`src/rtl/pipeline_ctrl.sv`:
```
// Hazard/redirect sequencer for the 5-stage pipeline: combinational stall/flush/pc_sel from state and inputs.
// Zero-latency controls, applied at the next posedge; a redirect during a busy fetch waits for ifetch_done.
module pipeline_ctrl #(
  parameter int PC_W  = 64,
  parameter int CNT_W = 32
) (
  input  logic             clk,
  input  logic             reset,
  input  logic             ifetch_busy,
  input  logic             ifetch_done,
  input  logic             mem_busy,
  input  logic             ex_busy,
  input  logic [4:0]       id_rs1,
  input  logic [4:0]       id_rs2,
  input  logic [4:0]       ex_rd,
  input  logic             ex_memread,
  input  logic             redirect_valid,
  input  logic [PC_W-1:0]  redirect_pc,
  output logic             stallF,
  output logic             stallD,
  output logic             stallE,
  output logic             stallM,
  output logic             flushD,
  output logic             flushE,
  output logic             flushM,
  output logic             flushW,
  output logic             pc_sel,
  output logic [PC_W-1:0]  pc_redirect,
  output logic [CNT_W-1:0] redirect_cnt
);

  typedef enum logic {RUN, REDIR_WAIT} state_t;

  state_t            state, stateNext;
  logic [PC_W-1:0]   savedPc, savedPcNext;
  logic [CNT_W-1:0]  redirectCnt;
  logic              cntInc;
  logic              loadUse;

  assign redirect_cnt = redirectCnt;
  assign loadUse = ex_memread && (ex_rd != 5'd0) && ((ex_rd == id_rs1) || (ex_rd == id_rs2));

  always_comb begin
    stateNext   = state;
    savedPcNext = savedPc;
    cntInc      = 1'b0;
    stallF      = 1'b0;
    stallD      = 1'b0;
    stallE      = 1'b0;
    stallM      = 1'b0;
    flushD      = 1'b0;
    flushE      = 1'b0;
    flushM      = 1'b0;
    flushW      = 1'b0;
    pc_sel      = 1'b0;
    pc_redirect = '0;

    case (state)
      RUN: begin
        if (mem_busy) begin
          {stallF, stallD, stallE, stallM} = 4'b1111;
          flushW = 1'b1;
        end else if (ex_busy) begin
          {stallF, stallD, stallE} = 3'b111;
          flushM = 1'b1;
        end else if (redirect_valid && (!ifetch_busy || ifetch_done)) begin
          flushD      = 1'b1;
          flushE      = 1'b1;
          pc_sel      = 1'b1;
          pc_redirect = redirect_pc;
          cntInc      = 1'b1;
        end else if (redirect_valid) begin
          // Fetch still in flight: park the target until the stale fetch returns.
          flushD      = 1'b1;
          flushE      = 1'b1;
          stallF      = 1'b1;
          savedPcNext = redirect_pc;
          stateNext   = REDIR_WAIT;
        end else if (loadUse) begin
          stallF = 1'b1;
          stallD = 1'b1;
          flushE = 1'b1;
        end else if (ifetch_busy) begin
          stallF = 1'b1;
          flushD = 1'b1;
        end
      end
      REDIR_WAIT: begin
        stallF = 1'b1;
        flushD = 1'b1;
        if (mem_busy) begin
          {stallF, stallD, stallE, stallM} = 4'b1111;
          flushW = 1'b1;
        end else if (ex_busy) begin
          {stallF, stallD, stallE} = 3'b111;
          flushM = 1'b1;
        end
        if (ifetch_done) begin
          stallF      = 1'b0;
          pc_sel      = 1'b1;
          pc_redirect = savedPc;
          cntInc      = 1'b1;
          stateNext   = RUN;
        end
      end
      default: stateNext = RUN;
    endcase

    // A held stage must keep its contents, so its bubble is suppressed.
    flushD = flushD & ~stallD;
    flushE = flushE & ~stallE;
    flushM = flushM & ~stallM;

    if (reset) begin
      {stallF, stallD, stallE, stallM} = 4'b0000;
      {flushD, flushE, flushM, flushW} = 4'b1111;
      pc_sel      = 1'b0;
      pc_redirect = '0;
      cntInc      = 1'b0;
    end
  end

  always_ff @(posedge clk) begin
    if (reset) begin
      state       <= RUN;
      savedPc     <= '0;
      redirectCnt <= '0;
    end else begin
      state   <= stateNext;
      savedPc <= savedPcNext;
      if (cntInc) redirectCnt <= redirectCnt + CNT_W'(1);
    end
  end

endmodule

```
`config.mk`:
```
export PLATFORM = sky130hd
export DESIGN_NAME = pipeline_ctrl
export DESIGN_NICKNAME = d
export VERILOG_FILES = /design/src/rtl/pipeline_ctrl.sv
export SDC_FILE = /design/constraint.sdc
export NUM_CORES = 1
export LEC_CHECK = 0
export ABC_AREA = 1
export CORE_UTILIZATION = 49
export CTS_CLUSTER_DIAMETER = 30
export DETAILED_ROUTE_END_ITERATION = 8
export GPL_ROUTABILITY_DRIVEN = 0
export GPL_TIMING_DRIVEN = 0
export PLACE_DENSITY = 0.86
export SLEW_MARGIN = 30
export SYNTH_ARGS = -nofsm -noshare
export SYNTH_HDL_FRONTEND = slang
export SYNTH_SLANG_ARGS = --single-unit
```
`constraint.sdc`:
```
create_clock -name clk -period 4.94 [get_ports clk]
set_input_delay 1.235 -clock clk [delete_from_list [all_inputs] [get_ports clk]]
set_output_delay 1.235 -clock clk [all_outputs]
set_load 0.01 [all_outputs]
```
* Word level (Yosys, flattened, before mapping) *
Index checks and enable logic that the tools add are counted.

word-level totals
  logic and storage cells = 78
  flip-flop bits (word level) = 97
  output and inout port bits = 105
  input bits = 87

cells by class
  bitwise operators = 10
  eq/ne operators = 2
  reduce and logical (&&, ||, !) cells = 8
  add/sub/neg operators = 1
  muxes and demuxes = 54

operator list
  operator               count
  $mux 64                5
  $pmux 64 s2            1
  $mux 1                 43
  $add 32x1->32 const B  1
  $eq 5x5->1             2
  $pmux 1 s2             5
  $not 1->1              7
  $reduce_and 5->1       1
  $reduce_bool 5->1      1
  $and 1x1->1            3
  $logic_and 1x1->1      3
  $logic_or 1x1->1       2
  $logic_not 1->1        1

* Depth between registers and ports, before layout *
Gate-level depths: netlist of run 1.

  depth after elaboration = 12
  mapped depth = 11
  gate-level depth less buffers = 10

* Worst setup path before layout of run 1 *
No wires, ideal clock.

  kind = input to output
  from = input ex_busy
  to = output pc_redirect[10]
  arrival time = 2161 ps
  required time = 3705 ps
  cell stages on the path = 7
  setup slack = 1544 ps
  path buffers = 2
  cells stage by stage = nor2_4 nand2_4 nor2_4 buf_4 buf_2 nand2_1 a21oi_1

on the way
  longest elaborated chain between the ends = 4

RTL lines
  what             line  source
  start, declared  12    input logic ex_busy,
  $mux 64          63    end else if (ex_busy) begin
  $mux 64          60    if (mem_busy) begin
  $pmux 64 s2      58    case (state)
  $mux 64          114   if (reset) begin
  end, declared    28    output logic [PC_W-1:0] pc_redirect,

Every way passes these cells.

* Final worst setup path of run 1 *
  from = input reset
  to = output pc_redirect[63]

on the way
  longest elaborated chain between the ends = 1

RTL lines
  what             line  source
  start, declared  8     input logic reset,
  $mux 64          114

Every way passes these cells.

==> run metrics, run 1 <==
core area=10800 µm²; worst hold stages=2; Max rail drop VDD=~0.13 mV; Synth Instances=about 880; final count of hold timing violations=0; # nets final=approximately 1200; RSZ-0062 raised after global routing=no; Crit Path Category=in2out; fin crit share=95.8%; Setup-failing EPs final=0; Critical path buffers and inverters=4; Top Ports=roughly 190; Diodes inserted=0; sequential share of the synthesized area=35.7%; row count=38; Post-DP HPWL=around 13000 µm; synthesized flop and latch total=97; Reg clk slew, reported paths=approximately 0.1 ns; Placed Area=7520 µm²; CTS sink count=97; Clock Path Buffers=2; WHS Endpoint=savedPc[1]; Fin Setup TNS=0 ns; delay-heaviest family, CP=buffers and inverters; met3 routed WL=approximately 1300 µm; slowest CP cell=clkdlybuf4s50_1; syn_area_per_cell=6.15 µm²; Worst Path Required=3.70 ns; DIE HEIGHT=~110 µm; pin count of the biggest net entering global routing=20; post-CTS resize count=0; DR vias=6317; Post-route DRC=0; die area=11500 µm²; DR iter-0 viols=approximately 400; worst skew pair latency=0.38 ns; Final Routed Wirelength=16700 µm; Synth Net Count=between 900 and 1000; CTS buffer count=9; CTS tree=done; Design Area, Final=7720 µm²; worst hold start=savedPc[1]; crit-path cells=clkdlybuf4s50_1 -> clkbuf_1 -> buf_1 -> a21oi_1 -> clkdlybuf4s50_1; Least-Margin Pin Slew=roughly 0.63 ns; vias in the first global route=5777; slowest cell delay on critical path=0.56 ns; First-pass DRT Iterations=6; gr ovfl total=0; Setup crit start kind=primary input; Final min period=~4.7 ns; flop2flop setup slack=3.36 ns; min-delay worst type=reg2reg; Via density=5.13; crit end category=primary output; met2 WL=7790 µm; reg2reg end=redirect_cnt[12]; Top Metal Used=met5; yosys warns=0; first-pass GRT wire length=26800 µm; Worst Skew=roughly 0.017 ns; area grow syn2layout=41.9%; post-synthesis cell area=5440 µm²; # hold bufs at CTS=0; H-tree Lvls=3; Max-slew headroom=57.9%; root buffer cell=clkbuf_8; layout cells sized above 1=7.06%; Synth cell types=31; Reg2Reg Depth=10; wl on met1=between 7000 and 8000 µm; P_leak=between 2 and 3 nW; Arr. time, crit path=3.50 ns; Crit Path Max Fanout=10; port buffer count=191; initial antenna violation count=1; Slew Limit Fails=0; status=complete, no violations; Crit path top cell by count=clkdlybuf4s50_1; critical register-to-register path startpoint=redirect_cnt[1]; max cap viols=0; PD cells=198 nW/µm²; chip width=between 100 and 150 µm; total track usage=29.0%; FMAX=0.211 GHz; DR WL/cell=13.6 µm; initial core utilization=roughly half; Routed Antenna Nets=0; Setup Buffers After CTS=0
-- worst max path at each step --
stage / start / end / slack (ns) / cells after the start
finish: reset / pc_redirect[63] / 0.21 / 5
floorplan: ex_busy / pc_redirect[10] / 1.54 / 7
detailed placement: reset / pc_redirect[0] / 0.21 / 5
global placement: reset / pc_redirect[0] / 0.21 / 5
CTS: reset / pc_redirect[0] / 0.20 / 5
global route: reset / flushE / 0.13 / 6
-- metrics by stage --
stage	power, mW	hold slack, ns	setup slack (ns)	utilization, %	instances
after global routing	1.59	0.545	0.128	71.2	1231
final	1.53	0.510	0.208	71.2	1231
after global placement	1.03	0.476	0.211	69.4	1215
after detailed placement	1.03	0.486	0.212	69.4	1215
after floorplan	0.900	0.462	1.54	-	884
after CTS	1.54	0.513	0.204	71.2	1231
-- cell usage after synthesis (all sizes together) --
cell | instances | area [µm²]
ha | 1 | 12.5
nand4 | 5 | 31.3
xnor2 | 2 | 17.5
nor3b | 1 | 7.51
buf | 35 | 236
and2 | 2 | 12.5
nand2 | 262 | 1000
inv | 47 | 176
clkbuf | 15 | 56.3
nor2 | 218 | 893
a21oi | 84 | 420
o21a | 1 | 7.51
o21ai | 69 | 360
a31oi | 2 | 12.5
nand3 | 28 | 140
dfxtp | 97 | 1940
xor2 | 7 | 61.3
nor3 | 7 | 40.0
nor4 | 1 | 6.26
-- layer usage --
layer | track usage [%] | vias up
met4 | 11.3 | 2
li1 | - | 3205
met2 | 47.9 | 253
met5 | 0 | -
met1 | 36.2 | 2817
met3 | 7.02 | 40
-- power breakdown --
| part | internal [mW] | switching, mW | leakage (nW) |
|---|---|---|---|
| Clock | 0.199 | 0.318 | 0.0997 |
| Combinational | 0.111 | 0.103 | 2.03 |
| Sequential | 0.794 | 0.00627 | 0.784 |
-- registers in the layout, indices dropped and copies added, names as in the netlist --
register,flops
savedPc,64
redirect_cnt,32
state,1
-- cell type report --
class                      count  area [µm²]
fill                         956        3120
multi-input combinational    690        3030
sequential                    97        1940
timing repair buffer         191        1910
buffer                        50         293
inverter                      47         176
tap                          140         175
clock buffer                   9         124
clock inverter                 7        68.8
-- layout by cell type, fill, tap and decap left out, types with 4 or more instances in the layout --
cell / count
buf_6: 6
clkbuf_1: 15
nand4_1: 5
nor2_4: 8
nor2_2: 6
nor3_1: 6
nand3_1: 28
dfxtp_1: 97
inv_1: 43
buf_4: 10
xor2_1: 7
clkbuf_8: 9
nand2_2: 5
a21oi_1: 84
clkdlybuf4s50_1: 191
inv_2: 4
o21ai_1: 15
buf_2: 18
o21ai_0: 52
nand2_1: 256
nor2_1: 204
-- tightest hold or removal path, cell delays in order (launching register included) --
cell     delay, ns
dfxtp_1       0.34
o21ai_1       0.07
nor2_1        0.07
-- kinds of logic (layout without fill, tap and decap cells) --
group	Yosys count	count (layout)	synth area share, %
AO/OA/AOI/OAI	156	156	14.7
XOR/XNOR	9	9	1.45
adder cells (fa/ha/maj)	1	1	0.230
buffers and inverters	97	304	8.63
flip-flops	97	97	35.7
AND/OR/NAND/NOR	524	524	39.3
Note: power is estimated with default switching activity, not from simulation.
==> inputs of run 2 (changes only) <==
--- a/config.mk
+++ b/config.mk
@@ -16,3 +16,4 @@
 export SYNTH_ARGS = -nofsm -noshare
 export SYNTH_HDL_FRONTEND = slang
 export SYNTH_SLANG_ARGS = --single-unit
+export TNS_END_PERCENT = 10
==> results of run 2 <==
The final DEF is identical to that of run 1; final timing and power are the same.
==> inputs of run 3 (changes only) <==
--- a/config.mk
+++ b/config.mk
@@ -12,7 +12,7 @@
 export GPL_ROUTABILITY_DRIVEN = 0
 export GPL_TIMING_DRIVEN = 0
 export PLACE_DENSITY = 0.86
-export SLEW_MARGIN = 30
+export SLEW_MARGIN = 20
 export SYNTH_ARGS = -nofsm -noshare
 export SYNTH_HDL_FRONTEND = slang
 export SYNTH_SLANG_ARGS = --single-unit
==> results of run 3 <==
The final DEF is identical to that of run 1; final timing and power are the same.
